### config.mk
export PLATFORM = sky130hd
export DESIGN_NAME = mem_write_arbiter
export DESIGN_NICKNAME = d
export VERILOG_FILES = /design/src/rtl/mem_write_arbiter.sv
export SDC_FILE = /design/constraint.sdc
export NUM_CORES = 2
export LEC_CHECK = 0
export ABC_CLOCK_PERIOD_IN_PS = 28100
export CAP_MARGIN = 30
export CORE_MARGIN = 1.5
export CORE_UTILIZATION = 50
export DETAILED_ROUTE_END_ITERATION = 10
export GPL_TIMING_DRIVEN = 1
export PLACE_DENSITY = 0.68
export REMOVE_ABC_BUFFERS = 1
export SYNTH_ARGS = -nofsm -noshare
export SYNTH_HDL_FRONTEND = slang
export SYNTH_SLANG_ARGS = --single-unit
export TNS_END_PERCENT = 5
### constraint.sdc
create_clock -name clk -period 28.1 [get_ports clk]
set_input_delay 5.62 -clock clk [delete_from_list [all_inputs] [get_ports clk]]
set_output_delay 5.62 -clock clk [all_outputs]
set_load 0.05 [all_outputs]
### src/rtl/mem_write_arbiter.sv
// Two-source write-request merger: per-source FIFOs feeding a round-robin arbiter
// and a registered valid/ready output stage toward the memory controller.
module mem_write_arbiter #(
  parameter int ADDR_W = 27,
  parameter int DATA_W = 128,
  parameter int MASK_W = 16,
  parameter int DEPTH  = 8
) (
  input  logic                     clk,
  input  logic                     reset,
  input  logic                     fb_w_valid,
  input  logic [ADDR_W-1:0]        fb_w_addr,
  input  logic [DATA_W-1:0]        fb_w_data,
  input  logic [MASK_W-1:0]        fb_w_mask,
  output logic                     fb_w_ready,
  input  logic                     bvh_w_valid,
  input  logic [ADDR_W-1:0]        bvh_w_addr,
  input  logic [DATA_W-1:0]        bvh_w_data,
  input  logic [MASK_W-1:0]        bvh_w_mask,
  output logic                     bvh_w_ready,
  output logic                     out_w_valid,
  output logic [ADDR_W-1:0]        out_w_addr,
  output logic [DATA_W-1:0]        out_w_data,
  output logic [MASK_W-1:0]        out_w_mask,
  output logic                     out_w_src,
  input  logic                     out_w_ready,
  output logic [$clog2(DEPTH):0]   fb_level,
  output logic [$clog2(DEPTH):0]   bvh_level,
  output logic [15:0]              drop_count
);

  localparam int PW = $clog2(DEPTH);
  localparam int LW = PW + 1;
  localparam int EW = ADDR_W + DATA_W + MASK_W;

  logic [1:0]    in_valid;
  logic [1:0]    in_ready;
  logic [1:0]    push;
  logic [1:0]    pop;
  logic [1:0]    not_empty;
  logic [EW-1:0] in_entry [2];
  logic [EW-1:0] head [2];
  logic [LW-1:0] level [2];

  logic          load;
  logic          grant;
  logic          rr_reg;
  logic          rr_next;
  logic [1:0]    drops;
  logic [16:0]   drop_sum;

  // Index 0 is the frame-buffer source, index 1 the BVH source.
  assign in_valid    = {bvh_w_valid, fb_w_valid};
  assign in_entry[0] = {fb_w_addr, fb_w_data, fb_w_mask};
  assign in_entry[1] = {bvh_w_addr, bvh_w_data, bvh_w_mask};
  assign fb_w_ready  = in_ready[0];
  assign bvh_w_ready = in_ready[1];
  assign fb_level    = level[0];
  assign bvh_level   = level[1];

  genvar gi;
  generate
    for (gi = 0; gi < 2; gi++) begin : g_fifo
      logic [EW-1:0] mem [DEPTH];
      logic [PW-1:0] wr_ptr_reg;
      logic [PW-1:0] rd_ptr_reg;
      logic [LW-1:0] level_reg;

      // Room is judged on the registered level only; a same-cycle pop never frees a slot.
      assign in_ready[gi]  = (level_reg != LW'(DEPTH));
      assign push[gi]      = in_valid[gi] && in_ready[gi];
      assign not_empty[gi] = (level_reg != '0);
      assign head[gi]      = mem[rd_ptr_reg];
      assign level[gi]     = level_reg;

      always_ff @(posedge clk) begin
        if (push[gi]) mem[wr_ptr_reg] <= in_entry[gi];
      end

      always_ff @(posedge clk or posedge reset) begin
        if (reset) begin
          wr_ptr_reg <= '0;
          rd_ptr_reg <= '0;
          level_reg  <= '0;
        end else begin
          if (push[gi]) wr_ptr_reg <= wr_ptr_reg + PW'(1);
          if (pop[gi])  rd_ptr_reg <= rd_ptr_reg + PW'(1);
          level_reg <= level_reg + LW'(push[gi]) - LW'(pop[gi]);
        end
      end
    end
  endgenerate

  // The round-robin pointer only advances when both sources actually compete.
  always_comb begin
    load    = !out_w_valid || out_w_ready;
    pop     = '0;
    rr_next = rr_reg;
    if (not_empty == 2'b11) begin
      grant = rr_reg;
    end else begin
      grant = not_empty[1];
    end
    if (load && (not_empty != 2'b00)) begin
      pop[grant] = 1'b1;
      if (not_empty == 2'b11) rr_next = ~rr_reg;
    end
  end

  assign drops    = 2'(in_valid[0] && !in_ready[0]) + 2'(in_valid[1] && !in_ready[1]);
  assign drop_sum = 17'(drop_count) + 17'(drops);

  always_ff @(posedge clk or posedge reset) begin
    if (reset) begin
      out_w_valid <= 1'b0;
      out_w_addr  <= '0;
      out_w_data  <= '0;
      out_w_mask  <= '0;
      out_w_src   <= 1'b0;
      rr_reg      <= 1'b0;
      drop_count  <= '0;
    end else begin
      if (load) begin
        out_w_valid <= |not_empty;
        if (|not_empty) begin
          {out_w_addr, out_w_data, out_w_mask} <= head[grant];
          out_w_src <= grant;
        end
        rr_reg <= rr_next;
      end
      drop_count <= drop_sum[16] ? 16'hFFFF : drop_sum[15:0];
    end
  end

endmodule

# After elaboration in Yosys (flattened, before gate mapping)
# Memories as Yosys holds them, arrays and structs flattened.
# Index checks and enable logic that the tools add are counted.
# classes
n_reduce_logical	16
eq_ne	3
magnitude_cmp	3
bitwise_logic	2
mux	12
addsub	10
# ops
cell	count
$mux W171	3
$add A16 B2 Y17	1
$mux W16	1
$add A3 B1 Y3 const B	4
$add A4 B1 Y4	2
$ne A4 B4 Y1 const B	2
$reduce_bool A4 Y1	2
$sub A4 B1 Y4	2
$logic_and A1 B1 Y1	6
$mux W1	6
$logic_not A1 Y1	3
$reduce_and A3 Y1	1
$add A1 B1 Y2	1
$eq A2 B2 Y1 const B	1
$ge A2 B2 Y1 const B	1
$lt A1 B2 Y1 const B	1
$mux W2	1
$not A1 Y2	1
$reduce_and A2 Y1	1
$reduce_bool A2 Y1	1
$reduce_or A2 Y1	1
$demux W1 S1	1
$ge A1 B1 Y1 const B	1
$logic_or A1 B1 Y1	1
$not A1 Y1	1
# totals
out_inout_bits	199
memories	2
input_bits	347
word_cells	61
register_bits	210
mem_bits_rw	2736
# mem_list
memory	words	width	read_ports	rd_clocked_by_memory_dff	wr	line_no	text
g_fifo[0].mem	8	171	1	0	1	64	logic [EW-1:0] mem [DEPTH];
g_fifo[1].mem	8	171	1	0	1	64	

# Longest topological paths before layout
# depth
depth_word	9
ltp_mapped	12
ltp_nobuf	11

# Worst setup path before layout
# OpenSTA, ideal clock, no wires.
# synth_path
path_kind	input -> register
startpoint	input port fb_w_valid
endpoint	memory g_fifo[0].mem[0][0] (netlist bit), enable pin
setup_time_ns	0.911
required_ns	27.189
n_path_buf	0
path_slack_ns	9.735
stages	3
arrival_ns	17.454
cell_sequence	and2_1 -> nand2b_1 -> nor3_1
# synth_via
elab_chain_cells	3
# synth_rtl
element	line_no	text
start, declared	11	input logic fb_w_valid,
$logic_and A1 B1 Y1	71	assign push[gi] = in_valid[gi] && in_ready[gi];
$mux W1	77	if (push[gi]) mem[wr_ptr_reg] <= in_entry[gi];
$mux W1 (implied by the code)	77	
end, declared	64	
# Every way passes these cells.

# Worst setup path after layout
# layout_path
startpoint	input port bvh_w_valid
endpoint	memory g_fifo[1].mem[2][75] (netlist bit), enable pin
# layout_via
elab_chain_cells	3
# layout_rtl
element	line_no	text
start, declared	16	input logic bvh_w_valid,
$logic_and A1 B1 Y1	71	
$mux W1	77	
$mux W1 (implied by the code)	77	
end, declared	64	
# Every way passes these cells.

==> results.toml <==
[clock_tree]
htree_levels = 5
clockRootBuffer = "clkbuf_16"
cts_tree = "built"
clk_latency_ns = 0.94
clock-sinks = 2946
clockBufferDepth = 4
clk_pin_slew_ns = 0.06
postCtsResizedCells = 0
postCtsSetupBuffers = 0
cts_made_buffers = 311
holdBufCountCts = 0

[logic_synthesis]
syn_area_mm2 = 0.111
ys_types = 42
synth_top_cell_area_share_pct = 73.8
ys_async_sr_fraction_pct = 7.13
postSynthRegisterBits = 2946
seq_area_frac_synth_pct = 78.5
netlist_instances = 5123
synth.largest_area_cell = "edfxtp_1"
synth-main-ff-cell = "edfxtp_1"
synth_edf_count = 2736
ys.warnings.count = 0
synth.area.top_cells = "edfxtp_1 74%, mux4_2 10%, dfrtp_1 4.7%, mux2i_1 4.6%, a32oi_1 1.3%"
synth.avg_cell_area_um2 = 21.7

[floorplan]
die_w_um = 475
dieArea_mm2 = 0.226
start_util_pct = 50.2
core_mm2 = 0.222
io_pins = 546
die_y_um = 475
placementRows = 173

[sta]
maxSlewHeadroom_pct = 17.7
fin_setup_tns_ns = 0
worst_pin_slew_ns = 1.23
finalHoldViolations = 0
fmaxAchievable_mhz = 111
clock-skew-final_ns = 0.0597
finalCritPeriodShare_pct = 32.0
setup_viol = 0
period_minus_slack_ns = 8.99
rsz0062_at_grt = "no"
drv_slew = 0

[worst_setup_path]
required_ns = 28.63
r2r_slack_ns = 23.24
path_class = "input port to flip-flop"
crit_slowest_cell = "buf_4"
crit_fanout = 48
critPathTopFamily = "buffers and inverters"
r2r-end = "out_w_mask[2]$_DFFE_PP0N_"
ff2ff_path_depth = 7
path_common_cell = "buf_4"
critPathMaxStageDelay_ns = 0.75
critPathLaunchType = "input port"
crit_buf_inv = 4
r2r_start = "g_fifo[1].rd_ptr_reg[0]$_DFFE_PP0P_"
worst_setup_path_end_kind = "flip-flop"
cp_cell_sequence = "clkdlybuf4s50_1 > and2_1 > nand2b_1 > nor2_4 > buf_4 > buf_4 > buf_4"
cp.arrival_ns = 9.52

[min_path]
min_path_type = "flip-flop to flip-flop"
holdCritStartpoint = "out_w_src$_DFFE_PP0N_"
whs_path_depth = 1
holdPathEnd = "out_w_src$_DFFE_PP0N_"

[job]
max_cap_viol_count = 0

[finish]
final_util_pct = 58.6
final_cell_mix = "2736 x edfxtp_1, 545 x clkdlybuf4s50_1, 515 x mux2i_1"
top_regs = "g_fifo.mem (2736), out_w_data (128), out_w_addr (27)"
area_growth_pct = 16.7
largest_reg_flops = 2736
top_register = "g_fifo.mem"
layout_commonest_cell = "edfxtp_1"
final_nets = 6179
final_layout_size_suffix_gt1_share_pct = 17.8

[detailed_routing]
drc = 0
routed-via-count = 54262
wire_per_inst_um = 29.6
ant_nets = 0
drt-initial-drc-count = 5487
dr.pass1.iters = 5
viasPerCell = 6.00
wl_um = 268000

[placed_design]
place.gp.congestion = 0.769
dpl.hpwl_um = 157000
port_buffers = 545

[global_route]
grt_pass1_vias = 55229
grt_usage_pct = 23.8
antenna_found_initial = 70
grt-ovfl-total = 0
grt_pass1_wl_um = 388000
grt_max_degree = 122

[power]
peakVddDrop_mv = 0.0771
p_leak_nw = 42.7
power.density_mw_per_mm2 = 107

[outcome]
status = "finished, final reports clean"
==> cell families (layout without fill, tap and decap cells) <==
group                    Yosys count  after routing  synth area share [%]
XOR/XNOR                          21             21                 0.165
AND/OR/NAND/NOR                  275            275                  1.40
flip-flops                      2946           2946                  78.5
other                              0             24                     0
buffers and inverters            309           1229                  1.38
multiplexers                    1029           1029                  15.0
adder cells (fa/ha/maj)           20             20                 0.245
AO/OA/AOI/OAI                    523            523                  3.33
==> where the power goes <==
part	switching (mW)	leakage (nW)	internal [mW]
registers	0.373	27.4	5.57
clock network	1.59	4.61	2.21
logic	2.49	10.7	1.64
==> worst max path at each step <==
stage / startpoint / end / depth (start not counted)
6_report: bvh_w_valid / g_fifo[1].mem[2][75]$_DFFE_PP_ / 7
5_1_grt: bvh_w_valid / g_fifo[1].mem[2][124]$_DFFE_PP_ / 7
4_1_cts: bvh_w_valid / g_fifo[1].mem[2][157]$_DFFE_PP_ / 7
3_5_place_dp: bvh_w_valid / g_fifo[1].mem[2][96]$_DFFE_PP_ / 7
3_3_place_gp: bvh_w_valid / g_fifo[1].mem[2][96]$_DFFE_PP_ / 7
2_1_floorplan: g_fifo[1].rd_ptr_reg[0]$_DFFE_PP0P_ / out_w_addr[15]$_DFFE_PP0N_ / 4
==> worst reg2reg max path, stage by stage (launching register included) <==
cell      delay (ns)
dfrtp_4         0.88
buf_12          0.66
buf_4           1.12
buf_4           0.89
mux4_2          0.62
nand2b_1        0.17
a32oi_1         0.23
o21ai_1         0.11
==> synth_stat cells, drive strengths merged, types with 4 or more instances <==
master and number:
edfxtp 2736, mux2i 515, mux4 513, dfrtp 210
nand2b 178, o21ai 172, buf 171, a22oi 170
a32oi 170, clkbuf 116, nand2 39, inv 22
nor2 20, ha 17, xnor2 15, nand3 12
nor3 7, xor2 6, or3b 4
==> per-stage QoR <==
step	setup WS [ns]	total power [mW]	cells	area (um2)	hold slack (ns)
2_1_floorplan	9.15	10.1	4836	110000	0.467
3_3_place_gp	18.26	10.1	8459	120000	0.494
3_5_place_dp	18.18	10.2	8468	120000	0.496
4_1_cts	19.14	14.0	9012	130000	0.510
5_1_grt	18.99	14.4	9030	130000	0.533
6_report	19.11	13.9	9042	130000	0.513
==> layout make-up <==
class / instances / area (um2)
multi-input cells: 1868 / 22600
fillers: 15823 / 91800
inverters: 22 / 90.1
flip-flops and latches: 2946 / 87400
well taps: 2975 / 3720
clock buffers: 438 / 8770
diodes: 24 / 60.1
repair buffers: 663 / 6730
clock inverters: 106 / 642
==> per-layer routing <==
metal | track usage [%] | vias to the layer above | wire length [um]
met5 | 0 | - | 356
met2 | 38.6 | 2021 | 132000
met1 | 33.0 | 28914 | 110000
li1 | - | 22799 | -
met3 | 4.45 | 472 | 18600
met4 | 6.92 | 56 | 7200
Note: power is estimated with default switching activity, not from simulation.
